<file path="src/rtl/fetch_unit_pkg.sv">
// Shared ISA constants and the fetch FSM state type.
// The decoder imports the same opcode constants.
package fetch_unit_pkg;
  localparam int INSTR_W = 32;
  localparam int OPC_MSB = 31;
  localparam int OPC_LSB = 28;
  localparam logic [3:0] OPC_HALT = 4'hF;

  typedef enum logic [1:0] {
    ST_IDLE   = 2'd0,
    ST_FETCH  = 2'd1,
    ST_DRAIN  = 2'd2,
    ST_HALTED = 2'd3
  } fetch_state_t;
endpackage

</file>
<file path="src/rtl/fetch_unit_if.sv">
// Instruction-memory and decode-side bus of the fetch stage.
// Handshake: a word moves to decode in every cycle where out_valid & out_ready are both 1.
// While out_valid is 1 and out_ready is 0, out_pc/out_instr hold steady. imem_rdata answers imem_req one cycle later.
interface fetch_unit_if
  import fetch_unit_pkg::*;
#(
  parameter int ADDR_W = 10
);
  logic               imem_req;
  logic [ADDR_W-1:0]  imem_addr;
  logic [INSTR_W-1:0] imem_rdata;
  logic               out_valid;
  logic               out_ready;
  logic [INSTR_W-1:0] out_instr;
  logic [ADDR_W-1:0]  out_pc;

  modport master (
    output imem_req, imem_addr, out_valid, out_instr, out_pc,
    input  imem_rdata, out_ready
  );

  modport slave (
    input  imem_req, imem_addr, out_valid, out_instr, out_pc,
    output imem_rdata, out_ready
  );
endinterface

</file>
<file path="src/rtl/fetch_unit_queue.sv">
// Two-entry {pc, instr} FIFO between imem returns and decode.
// A flush drops all entries, including any push in the same cycle.
module fetch_unit_queue
  import fetch_unit_pkg::*;
#(
  parameter int ADDR_W = 10
) (
  input  logic               clk,
  input  logic               rst,
  input  logic               push,
  input  logic [ADDR_W-1:0]  push_pc,
  input  logic [INSTR_W-1:0] push_instr,
  input  logic               pop,
  input  logic               flush,
  output logic [1:0]         count,
  output logic [ADDR_W-1:0]  head_pc,
  output logic [INSTR_W-1:0] head_instr
);
  logic [ADDR_W-1:0]  pc_mem    [2];
  logic [INSTR_W-1:0] instr_mem [2];
  logic               rd_ptr;
  logic               wr_ptr;

  assign head_pc    = pc_mem[rd_ptr];
  assign head_instr = instr_mem[rd_ptr];

  always_ff @(posedge clk or posedge rst) begin
    if (rst) begin
      for (int i = 0; i < 2; i++) begin
        pc_mem[i]    <= '0;
        instr_mem[i] <= '0;
      end
      rd_ptr <= 1'b0;
      wr_ptr <= 1'b0;
      count  <= 2'd0;
    end else if (flush) begin
      rd_ptr <= 1'b0;
      wr_ptr <= 1'b0;
      count  <= 2'd0;
    end else begin
      if (push) begin
        pc_mem[wr_ptr]    <= push_pc;
        instr_mem[wr_ptr] <= push_instr;
        wr_ptr            <= ~wr_ptr;
      end
      if (pop) begin
        rd_ptr <= ~rd_ptr;
      end
      case ({push, pop})
        2'b10:   count <= count + 2'd1;
        2'b01:   count <= count - 2'd1;
        default: count <= count;
      endcase
    end
  end

  // The issue rule upstream must never let a push land on a full queue.
  assert property (@(posedge clk) disable iff (rst)
    !(push && !pop && !flush && count == 2'd2));
endmodule

</file>
<file path="src/rtl/fetch_unit.sv">
// Fetch stage: PC, issue to a 1-cycle imem, HALT drain and branch redirect.
// Returned words are buffered in fetch_unit_queue and handed to decode.
module fetch_unit
  import fetch_unit_pkg::*;
#(
  parameter int                ADDR_W   = 10,
  parameter logic [ADDR_W-1:0] PC_RESET = '0
) (
  input  logic              clk,
  input  logic              rst,
  input  logic              start,
  input  logic [ADDR_W-1:0] start_pc,
  input  logic              redirect_valid,
  input  logic [ADDR_W-1:0] redirect_pc,
  fetch_unit_if.master      bus,
  output logic              busy,
  output logic              halted,
  output fetch_state_t      dbg_state
);
  fetch_state_t       state;
  logic [ADDR_W-1:0]  pc;
  logic [ADDR_W-1:0]  req_pc;
  logic               inflight;
  logic               kill;
  logic               halt_seen;
  logic               redirect_take;
  logic               start_take;
  logic               room;
  logic               push;
  logic               push_halt;
  logic               pop;
  logic               pop_halt;
  logic [1:0]         count;
  logic [ADDR_W-1:0]  head_pc;
  logic [INSTR_W-1:0] head_instr;

  assign redirect_take = redirect_valid && (state == ST_FETCH || state == ST_DRAIN);
  assign start_take    = start && (state == ST_IDLE || state == ST_HALTED);

  // A word returning in a redirect cycle belongs to the old path and is dropped.
  assign push      = inflight && !kill && (state == ST_FETCH) && !redirect_take;
  assign push_halt = push && (bus.imem_rdata[OPC_MSB:OPC_LSB] == OPC_HALT);

  // Queue slots already promised: stored words plus the one in flight.
  assign room = (count == 2'd0) || (count == 2'd1 && !inflight);

  assign bus.imem_req  = (state == ST_FETCH) && room && !redirect_take && !push_halt;
  assign bus.imem_addr = pc;
  assign bus.out_valid = (count != 2'd0);
  assign bus.out_pc    = head_pc;
  assign bus.out_instr = head_instr;

  assign pop      = bus.out_valid && bus.out_ready;
  assign pop_halt = pop && halt_seen && (state == ST_DRAIN) &&
                    (head_instr[OPC_MSB:OPC_LSB] == OPC_HALT);

  assign dbg_state = state;

  fetch_unit_queue #(.ADDR_W(ADDR_W)) u_queue (
    .clk        (clk),
    .rst        (rst),
    .push       (push),
    .push_pc    (req_pc),
    .push_instr (bus.imem_rdata),
    .pop        (pop),
    .flush      (redirect_take),
    .count      (count),
    .head_pc    (head_pc),
    .head_instr (head_instr)
  );

  always_ff @(posedge clk or posedge rst) begin
    if (rst) begin
      state     <= ST_IDLE;
      pc        <= PC_RESET;
      req_pc    <= PC_RESET;
      inflight  <= 1'b0;
      kill      <= 1'b0;
      halt_seen <= 1'b0;
      busy      <= 1'b0;
      halted    <= 1'b0;
    end else begin
      inflight <= bus.imem_req;
      kill     <= 1'b0;
      if (bus.imem_req) begin
        req_pc <= pc;
        pc     <= pc + ADDR_W'(1);
      end
      if (redirect_take) begin
        pc        <= redirect_pc;
        kill      <= inflight;
        halt_seen <= 1'b0;
        state     <= ST_FETCH;
        busy      <= 1'b1;
        halted    <= 1'b0;
      end else if (start_take) begin
        pc        <= start_pc;
        halt_seen <= 1'b0;
        state     <= ST_FETCH;
        busy      <= 1'b1;
        halted    <= 1'b0;
      end else begin
        case (state)
          ST_FETCH: begin
            if (push_halt) begin
              halt_seen <= 1'b1;
              state     <= ST_DRAIN;
            end
          end
          ST_DRAIN: begin
            if (pop_halt) begin
              halt_seen <= 1'b0;
              state     <= ST_HALTED;
              busy      <= 1'b0;
              halted    <= 1'b1;
            end
          end
          default: ;
        endcase
      end
    end
  end
endmodule
</file>
<file path="src/flat_wrapper.sv">
// flat-port wrapper written by rule: the top's interface ports become plain ports
module fetch_unit_flat import fetch_unit_pkg::*;
#(
  parameter int                ADDR_W   = 10,
  parameter logic [ADDR_W-1:0] PC_RESET = '0
)
  (clk, rst, start, start_pc, redirect_valid, redirect_pc, busy, halted, dbg_state, bus_imem_req, bus_imem_addr, bus_out_valid, bus_out_instr, bus_out_pc, bus_imem_rdata, bus_out_ready);
  fetch_unit_if #(.ADDR_W(ADDR_W)) bus_i ();
  input  logic clk;
  input  logic rst;
  input  logic start;
  input  logic [ADDR_W-1:0] start_pc;
  input  logic redirect_valid;
  input  logic [ADDR_W-1:0] redirect_pc;
  output logic busy;
  output logic halted;
  output fetch_state_t dbg_state;
  output wire logic [$bits(bus_i.imem_req)-1:0] bus_imem_req;
  output wire logic [$bits(bus_i.imem_addr)-1:0] bus_imem_addr;
  output wire logic [$bits(bus_i.out_valid)-1:0] bus_out_valid;
  output wire logic [$bits(bus_i.out_instr)-1:0] bus_out_instr;
  output wire logic [$bits(bus_i.out_pc)-1:0] bus_out_pc;
  input wire logic [$bits(bus_i.imem_rdata)-1:0] bus_imem_rdata;
  input wire logic [$bits(bus_i.out_ready)-1:0] bus_out_ready;
  assign bus_imem_req = bus_i.imem_req;
  assign bus_imem_addr = bus_i.imem_addr;
  assign bus_out_valid = bus_i.out_valid;
  assign bus_out_instr = bus_i.out_instr;
  assign bus_out_pc = bus_i.out_pc;
  assign bus_i.imem_rdata = bus_imem_rdata;
  assign bus_i.out_ready = bus_out_ready;
  fetch_unit #(.ADDR_W(ADDR_W), .PC_RESET(PC_RESET)) u_core (.clk(clk), .rst(rst), .start(start), .start_pc(start_pc), .redirect_valid(redirect_valid), .redirect_pc(redirect_pc), .bus(bus_i), .busy(busy), .halted(halted), .dbg_state(dbg_state));
endmodule
</file>
<file path="config.mk">
export PLATFORM = sky130hd
export DESIGN_NAME = fetch_unit_flat
export DESIGN_NICKNAME = d
export VERILOG_FILES = /design/src/rtl/fetch_unit_pkg.sv /design/src/rtl/fetch_unit_if.sv /design/src/rtl/fetch_unit_queue.sv /design/src/rtl/fetch_unit.sv /design/src/flat_wrapper.sv
export SDC_FILE = /design/constraint.sdc
export NUM_CORES = 1
export LEC_CHECK = 0
export ABC_AREA = 1
export CAP_MARGIN = 15
export CORE_UTILIZATION = 47
export DETAILED_ROUTE_END_ITERATION = 10
export PLACE_DENSITY = 0.7
export RECOVER_POWER = 100
export SYNTH_ARGS = -nofsm -noshare
export SYNTH_HDL_FRONTEND = slang
export SYNTH_HIERARCHICAL = 1
export SYNTH_SLANG_ARGS = --single-unit
</file>
<file path="constraint.sdc">
create_clock -name clk -period 3.5 [get_ports clk]
set_input_delay 0.525 -clock clk [delete_from_list [all_inputs] [get_ports clk]]
set_output_delay 0.525 -clock clk [all_outputs]
set_load 0.03 [all_outputs]
</file>
; ---- Word level (Yosys, flattened, before mapping)
; Index checks and enable logic that the tools add are counted.
[totals]
regBits = 115
word_cells = 110
out_inout_bits = 58
inputBits = 57
[op_classes]
n_reduce_logical = 35
n_eq_ne = 10
n_addsub = 3
n_lt_le_gt_ge = 3
n_bitwise = 5
mux = 39
[op_table]
columns = operator, count
row1 = 32-bit 2-to-1 mux, 4
row2 = 10-bit 2-to-1 mux, 7
row3 = 64-bit bitwise mux, 1
row4 = 32-bit demux with 1-bit select, 1
row5 = 20-bit bitwise mux, 1
row6 = 1-bit 2-to-1 mux, 16
row7 = 1-bit logical AND, 15
row8 = 3-bit nonzero test, 4
row9 = "10-bit by 1-bit adder with 10-bit output, second input constant", 1
row10 = 10-bit demux with 1-bit select, 1
row11 = 2-bit 2-to-1 mux, 5
row12 = "4-bit equality test, second input constant", 2
row13 = "4-bit by 1-bit inequality test with 1-bit output, second input constant", 2
row14 = 2-bit case mux with 2 select lines, 2
row15 = "2-bit by 1-bit equality test with 1-bit output, second input constant", 3
row16 = "2-bit equality test, second input constant", 3
row17 = 2-bit nonzero test, 3
row18 = "2-bit greater-or-equal comparator, second input constant", 2
row19 = 1-bit zero test, 4
row20 = 2-bit zero test, 2
row21 = 1-bit inverter with 2-bit output, 2
row22 = 2-bit AND reduction, 2
row23 = 4-bit nonzero test, 1
row24 = 1-bit logical OR, 3
row25 = 6 further kinds, 8

; ---- Depth between registers and ports, before layout
; Gate-level depths: netlist (run 1).
[logic_depth]
ltp_word = 11
depth_mapped = 12
ltp_nobuf = 12

; ---- Modules after synthesis
; The synthesis (run 1) kept the hierarchy.
[modules_own_cells]
columns = mod, n_inst, area_per_inst_um2, cells_each, seq_area_each_um2
row1 = fetch_unit_queue, 1, 4012.6, 392, 2202.1
row2 = fetch_unit, 1, 1671.6, 225, 675.6

; ---- Least setup slack after synthesis (run 1)
; No wires, ideal clock.
[synth_path]
kind = register to output
startpoint = register u_core.state[0] (netlist: u_core/dbg_state[0])
endpoint = output bus_imem_req
arrival_time_ns = 1.755
path_buffers = 1
path_stages_with_launch = 10
setup_slack_ns = 1.220
t_required_ns = 2.975
path_cell_list = dfrtp_1 -> inv_1 -> ha_1 -> inv_2 -> nand2_4 -> nand2_2 -> nor2_4 -> nand3_4 -> buf_4 -> inv_1
[synth_between]
elab_chain_len = 8
elab_cells_between_ends = 12
cone_classes = eq/ne: 2 / reduce/logical: 10
[synth_rtl]
columns = item, line
row1 = start: declaration, fetch_unit.sv:20  ; fetch_state_t state;
row2 = start signal: assignment, fetch_unit.sv:74  ; state <= ST_IDLE;
row3 = start signal: assignment, fetch_unit.sv:93  ; state <= ST_FETCH;
row4 = start signal: assignment, fetch_unit.sv:99  ; state <= ST_FETCH;
row5 = 2-bit by 1-bit equality test with 1-bit output / 2-bit equality test (equally long branches), "fetch_unit.sv:37, fetch_unit.sv:41, fetch_unit.sv:47"
row6 = 1-bit logical OR, fetch_unit.sv:37  ; assign redirect_take = redirect_valid && (state == ST_FETCH || state == ST_DRAIN);
row7 = 1-bit logical AND, fetch_unit.sv:37
row8 = 1-bit zero test, "fetch_unit.sv:41, fetch_unit.sv:47"
row9 = 1-bit logical AND, fetch_unit.sv:41  ; assign push = inflight && !kill && (state == ST_FETCH) && !redirect_take;
row10 = 1-bit logical AND, fetch_unit.sv:42  ; assign push_halt = push && (bus.imem_rdata[OPC_MSB:OPC_LSB] == OPC_HALT);
row11 = 1-bit zero test, fetch_unit.sv:47  ; assign bus.imem_req = (state == ST_FETCH) && room && !redirect_take && !push_halt;
row12 = 1-bit logical AND *, fetch_unit.sv:47
row13 = end: declaration, flat_wrapper.sv:18  ; output wire logic [$bits(bus_i.imem_req)-1:0] bus_imem_req;
; Mark *: on every way between the ends. The rest lies on a longest branch, timed or not.

; ---- Worst setup path after layout (run 1)
; Same ends and word-level chain as after synthesis.

==> out/results.txt, run 1 <==
Status = finished, violations left
Failing checks = DRC, capacitance limit, slew limit
Die Area = 12500 um^2
# port buffers = 114
Synth cell count leaders = 168 x nand2_1, 115 x dfrtp_1, 69 x inv_1
HPWL Detailed = 8480 um
Crit. End Element = output port
Clock Root Buffer = clkbuf_16
Routability cong. = 0.833
Final global-route overflow total = 0
# setup viols final = 0
Postcts setup bufs = 0
Largest fanout on the critical path = 18
WP data required = 2.97 ns
Initial core utilization = 0.489
Fillcell total = 1025
Worst min path class = reg -> reg
Via density = 5.05
RSZ-0062 raised after global routing = false
Gr usage total = 0.211
Setup CP Type = reg -> out
Post-Synth Adder-Cell Area = 0.00660
Final worst-path cycle share = 0.888
Crit path DAT = 2.58 ns
Pleak = 3.56 nW
Crit-path cells = inv_1, ha_1, inv_1, nand2_4, nand2_1, nor2_4, nand3_4, inv_1, dlygate4sd3_1
Core area = 11600 um^2
CP bufs+invs = 4
I/O Pins = 115
Multi-input logic area = 2150 um^2
Slew Limit Fails = 40
Final hold violations = 0
#FFs+latches synth = 115
Mean Syn Cell Area = 9.21 um^2
Register area = 2880 um^2
Min cycle time layout = 3.11 ns
Pre-antenna DRT Iters = 8
DR DRC count = 8
DR WL/cell = 14.1 um
Syn Inst Count = 617
Area growth, synth to finish = 27.4%
Clock Sinks = 115
Synth cell types = 29
Placement Cell Area = 6860 um^2
Vias in the first global route = 4420
Clk slew on worst S/H paths = 0.05 ns
Maxcap violations = 1
P per Cell Area = 1010 nW/um^2
CTS resizes = 0
Clk buf depth = 2
H-tree depth = 4
Worst slew pin tran = 1.85 ns
Leading post-synthesis cells by cell area = dfrtp_1 51%, nand2_1 11%, mux2_2 8.3%
Fin area = 7240 um^2
CP peak stage delay = 0.74 ns
Core Rows = 39
Top FF cell, synth = dfrtp_1
Post-DRT Antenna Nets = 0
Synth Net Count = 677
Crit-path most repeated cell = inv_1
Final Skew = 0.00681 ns
Largest net degree at the start of global routing = 86
Cell area after synthesis = 5680 um^2
Async SR Flop Fraction = 1.00
Seq/Total Area, Yosys = 0.506
Detailed Route Iter0 Violations = 302
Diode count = 0
Initial antenna violation count = 0
Synth Area in Simple Gates = 0.189
Cts bufs inserted = 17
Clock latency on the worst-skew pair = 0.41 ns
First-pass GRT wire length = 21000 um
Compound-Gate Fraction of Synth Area = 0.124
Total number of vias = 4471
Crit-path leading delay family = buffers and inverters
CTS tree = built
Maximum clock frequency = 322 MHz
Routed Wire Length = 12500 um
Post-synthesis xor/xnor area fraction = 0
Post-synth top area share = 0.506
Worst path slowest cell = dlygate4sd3_1
Yosys warnings = 6
Post-synth EDFFs = 0
Nets = 789
Layout cells sized above 1 = 0.128
Critical path launch point type = flip-flop
Dominant cell by count in the synthesized netlist = nand2_1
Die X = 112 um
Worst rel slew slack = -0.237
Setup TNS = 0 ns
Largest family of logic cells by synthesized area = simple AND/OR/NAND/NOR gates
Mux cell area share after synthesis = 0.0832
Final Power = 7.31 mW
Cell accounting for the most synthesized area = dfrtp_1
Die height = 112 um
Maximum VDD drop = 0.556 mV
Hold_buf cts = 0
## worst paths after layout
| path | start | endpoint | slack [ns] | cells past startpoint |
|---|---|---|---|---|
| worst max-delay path | u_core/dbg_state[0] | bus_imem_req | 0.39 | 9 |
| worst min-delay path | u_core/busy | u_core/busy | 0.47 | 2 |
| worst min register to register | u_core/busy | u_core/busy | 0.47 | 2 |
| min in group asynchronous | rst | u_core/bus.imem_addr[7] | 0.54 | 2 |
| max in group asynchronous | rst | u_core/u_queue/rd_ptr | 1.49 | 3 |
| worst max register to register | u_core/dbg_state[0] | u_core/bus.imem_addr[8] | 0.63 | 8 |
## report_power, final
| group | leakage [nW] | total (mW) | switching (mW) | internal (mW) |
|---|---|---|---|---|
| Sequential | 1.46 | 2.34 | 0.429 | 1.92 |
| Clock | 0.274 | 1.55 | 0.544 | 1.01 |
| Combinational | 1.82 | 3.41 | 2.02 | 1.39 |
| Total | 3.56 | 7.31 | 3.00 | 4.31 |
## cells by family after synthesis
logic type	count (synthesis)
fa+ha+maj	3
buf+inv	102
simple gates	243
mux	42
flops	115
compound gates	112
## routing by layer
layer | global-route usage | vias up | share of wire
li1 | - | 2224 | -
met1 | 0.285 | 2102 | 0.46
met2 | 0.337 | 132 | 0.47
met3 | 0.0430 | 13 | 0.050
met4 | 0.0827 | 0 | 0.012
met5 | 0 | - | 0
## worst register-to-register path, cell delays in order, from the launching register on
cell and delay (ns):
dfrtp_1 0.40, inv_1 0.06, ha_1 0.33, nand2_1 0.39
inv_1 0.27, nor2_1 0.81, nand2_4 0.25, nand3_1 0.18
nand2_1 0.07
## final cells by class
| cell class | count | share of cell area |
|---|---|---|
| Tap cell | 143 | 0.0247 |
| Multi-Input combinational cell | 400 | 0.297 |
| Inverter | 73 | 0.0380 |
| Timing Repair Buffer | 122 | 0.167 |
| Sequential cell | 115 | 0.398 |
| Clock buffer | 28 | 0.0728 |
| Clock inverter | 4 | 0.00277 |
## flip-flops by register name (all words and copies together) (netlist names)
signal,count
u_core/u_queue/instr_mem,64
u_core/u_queue/pc_mem,20
u_core/bus.imem_addr,10
u_core/req_pc,10
u_core/dbg_state,2
u_core/u_queue/count,2
u_core/busy,1
u_core/halt_seen,1
u_core/halted,1
u_core/inflight,1
u_core/kill,1
u_core/u_queue/rd_ptr,1
u_core/u_queue/wr_ptr,1
## metrics by stage
stage	hold WS, ns	setup WS, ns	util	std cells
floorplan	0.442	0.696	-	617
global placement	0.458	0.805	0.591	852
detailed placement	0.466	0.792	0.591	852
CTS	0.481	0.479	0.638	884
global route	0.490	0.227	0.623	885
finish	0.474	0.392	0.623	885
## cells in the final DEF, fill, tap and decap left out, types with 3 or more instances in the layout
master / netlist / layout
o21ai_2: 37 / 4
or2_2: 8 / 8
nand2_1: 168 / 170
dfrtp_1: 115 / 114
clkbuf_16: 0 / 17
dlygate4sd3_1: 0 / 58
inv_1: 69 / 71
nand4_1: 4 / 4
nand3_1: 34 / 36
o21ai_1: 62 / 3
clkdlybuf4s50_1: 0 / 56
clkinv_2: 0 / 4
nor2_1: 14 / 15
ha_1: 3 / 3
a21oi_1: 6 / 6
mux2_2: 42 / 42
clkbuf_1: 4 / 9
o21ai_0: 4 / 96
clkbuf_8: 0 / 6
No activity file was read; power rests on OpenSTA's default activity.
==> run 2, diff against run 1 <==
--- a/config.mk
+++ b/config.mk
@@ -9,7 +9,7 @@
 export CAP_MARGIN = 15
 export CORE_UTILIZATION = 47
 export DETAILED_ROUTE_END_ITERATION = 10
-export PLACE_DENSITY = 0.7
+export PLACE_DENSITY = 0.78
 export RECOVER_POWER = 100
 export SYNTH_ARGS = -nofsm -noshare
 export SYNTH_HDL_FRONTEND = slang
==> run 2 against run 1 <==
  * The flow still finishes with violations (DRC, capacitance limit, slew limit)
  * Sequential power about the same
  * Hold slack got worse by 0.0024 ns
  * Worst setup slack got worse by 0.074 ns
  * Register-to-register slack got worse by 0.11 ns
  * Critical path type unchanged
==> out/results.txt, run 2 (same netlist as run 1, synthesis figures left out) <==
Via density = 5.01
M1 GR Usage = 0.278
Die height = 112 um
Regs by FF count = u_core/u_queue/instr_mem (64), u_core/u_queue/pc_mem (20)
Max reg flops = 64
Final worst-path cycle share = 0.909
# setup viols final = 0
Crit-path leading delay family = buffers and inverters
Leading cell type in the layout, fill and taps excluded = nand2_1
Worst rel slew slack = -0.497
Slew Limit Fails = 52
Core Rows = 39
Hold Slack = 0.471 ns
Commonest non-fill, non-tap cells in the layout = 168 x nand2_1, 115 x dfrtp_1, 97 x o21ai_0, 71 x inv_1, 58 x clkdlybuf4s50_1
Status = finished, violations left
RSZ-0062 raised after global routing = false
Maximum VDD drop = 0.647 mV
Clock latency on the worst-skew pair = 0.41 ns
Reg2reg start = u_core/dbg_state[0]
Initial core utilization = 0.489
Pre-antenna DRT Iters = 8
Largest register by flop count = u_core/u_queue/instr_mem
Largest net degree at the start of global routing = 85
Setup ws final = 0.318 ns
Clock Sinks = 115
Vias in the first global route = 4564
Critical path launch point type = flip-flop
Multi-input logic area = 2130 um^2
Routed Wire Length = 12600 um
R2R depth = 10
Clock Root Buffer = clkbuf_16
Register area = 2880 um^2
CP peak stage delay = 0.89 ns
Met3 Resource Use GR = 0.0572
CP bufs+invs = 2
Gr busiest metal = met2
Setup TNS = 0 ns
Post-DRT Antenna Nets = 0
Clk slew on worst S/H paths = 0.05 ns
Final hold violations = 0
Worst Setup SP = u_core/u_queue/rd_ptr
Maxcap violations = 1
Maximum clock frequency = 314 MHz
Failing checks = DRC, capacitance limit, slew limit
Worst Setup EP = bus_out_pc[9]
CTS resizes = 0
P per Cell Area = 1030 nW/um^2
Clk buf depth = 2
Crit-path cells = buf_12, mux2_2, dlygate4sd3_1
Core area = 11600 um^2
DR WL/cell = 14.2 um
First-pass GRT wire length = 21400 um
Fin area = 7240 um^2
Routability cong. = 0.872
Flop2flop setup slack = 0.52 ns
# port buffers = 114
Die Area = 12500 um^2
Nets = 788
Worst path depth = 3
Final Skew = 0.00520 ns
Worst reg2reg path endpoint = u_core/u_queue/instr_mem[53]
Pleak = 3.55 nW
Final global-route overflow total = 0
Largest fanout on the critical path = 27
Worst slew pin tran = 2.23 ns
Die X = 112 um
Area growth, synth to finish = 27.3%
DR DRC count = 8
Hold_buf cts = 0
Placement Cell Area = 6830 um^2
Post-Layout Cell Count = 884
Crit path DAT = 2.66 ns
Diode count = 0
H-tree depth = 4
Detailed Route Iter0 Violations = 298
Worst path slowest cell = dfrtp_1
Post-Place Setup Slack = 0.644 ns
WP data required = 2.97 ns
Crit. End Element = output port
Cts bufs inserted = 17
HPWL Detailed = 8380 um
Gr usage total = 0.216
Postcts setup bufs = 0
CTS tree = built
Initial antenna violation count = 0
Layout cells sized above 1 = 0.123
Worst min path class = reg -> reg
M2 GR Usage = 0.343
I/O Pins = 115
Fillcell total = 1016
Min cycle time layout = 3.18 ns
Total number of vias = 4428
Final Power = 7.42 mW
Setup CP Type = reg -> out
Post-Place Cells = 851
Core Util, Final = 0.623
[run 2: cell types whose count changed in the layout (fill, tap and decap cells not counted), moves of 2 or more]
cell	before	now
clkbuf_2	0	2
nand2_2	0	2
dlygate4sd3_1	58	56
bufinv_16	0	2
clkdlybuf4s50_1	56	58
clkinv_2	4	2
o21ai_2	4	2
nand2_1	170	168
clkbuf_8	6	4
[run 2: cell type report]
cell class	instances	area share
Tap cell	143	0.0247
Multi-Input combinational cell	400	0.295
Inverter	73	0.0380
Sequential cell	115	0.398
Clock inverter	4	0.00968
Clock buffer	28	0.0700
Timing Repair Buffer	121	0.165
[run 2: worst min-delay path by stage]
stage	start	to	slack [ns]	cells after the start
2_1_floorplan	u_core/halt_seen	u_core/halt_seen	0.44	2
3_3_place_gp	u_core/halt_seen	u_core/halt_seen	0.46	2
3_5_place_dp	u_core/halt_seen	u_core/halt_seen	0.46	2
4_1_cts	u_core/halt_seen	u_core/halt_seen	0.47	2
5_1_grt	u_core/halt_seen	u_core/halt_seen	0.49	2
6_report	u_core/halt_seen	u_core/halt_seen	0.47	2
[run 2: where the power goes]
part	total (mW)	internal (mW)	switching (mW)
sequential	2.32	1.91	0.406
clock	1.67	1.12	0.546
combinational	3.43	1.38	2.05
[run 2: per-layer routing]
metal,up-vias,part of all wire
li1,2215,-
met1,2052,0.45
met2,141,0.48
met3,20,0.049
met4,0,0.017
met5,-,0
[run 2: worst reg2reg max path, delay by kind of cell, from the launching register on]
family,cells,cell delay (ns)
simple gates,4,1.11
buf+inv,4,0.86
flops,1,0.41
fa+ha+maj,1,0.33
compound gates,1,0.11
==> run 3, diff against run 2 <==
--- a/config.mk
+++ b/config.mk
@@ -9,6 +9,7 @@
 export CAP_MARGIN = 15
 export CORE_UTILIZATION = 47
 export DETAILED_ROUTE_END_ITERATION = 10
+export HOLD_SLACK_MARGIN = 0.08
 export PLACE_DENSITY = 0.78
 export RECOVER_POWER = 100
 export SYNTH_ARGS = -nofsm -noshare
==> results of run 3 <==
The final DEF is identical to that of run 2; final timing and power are the same.
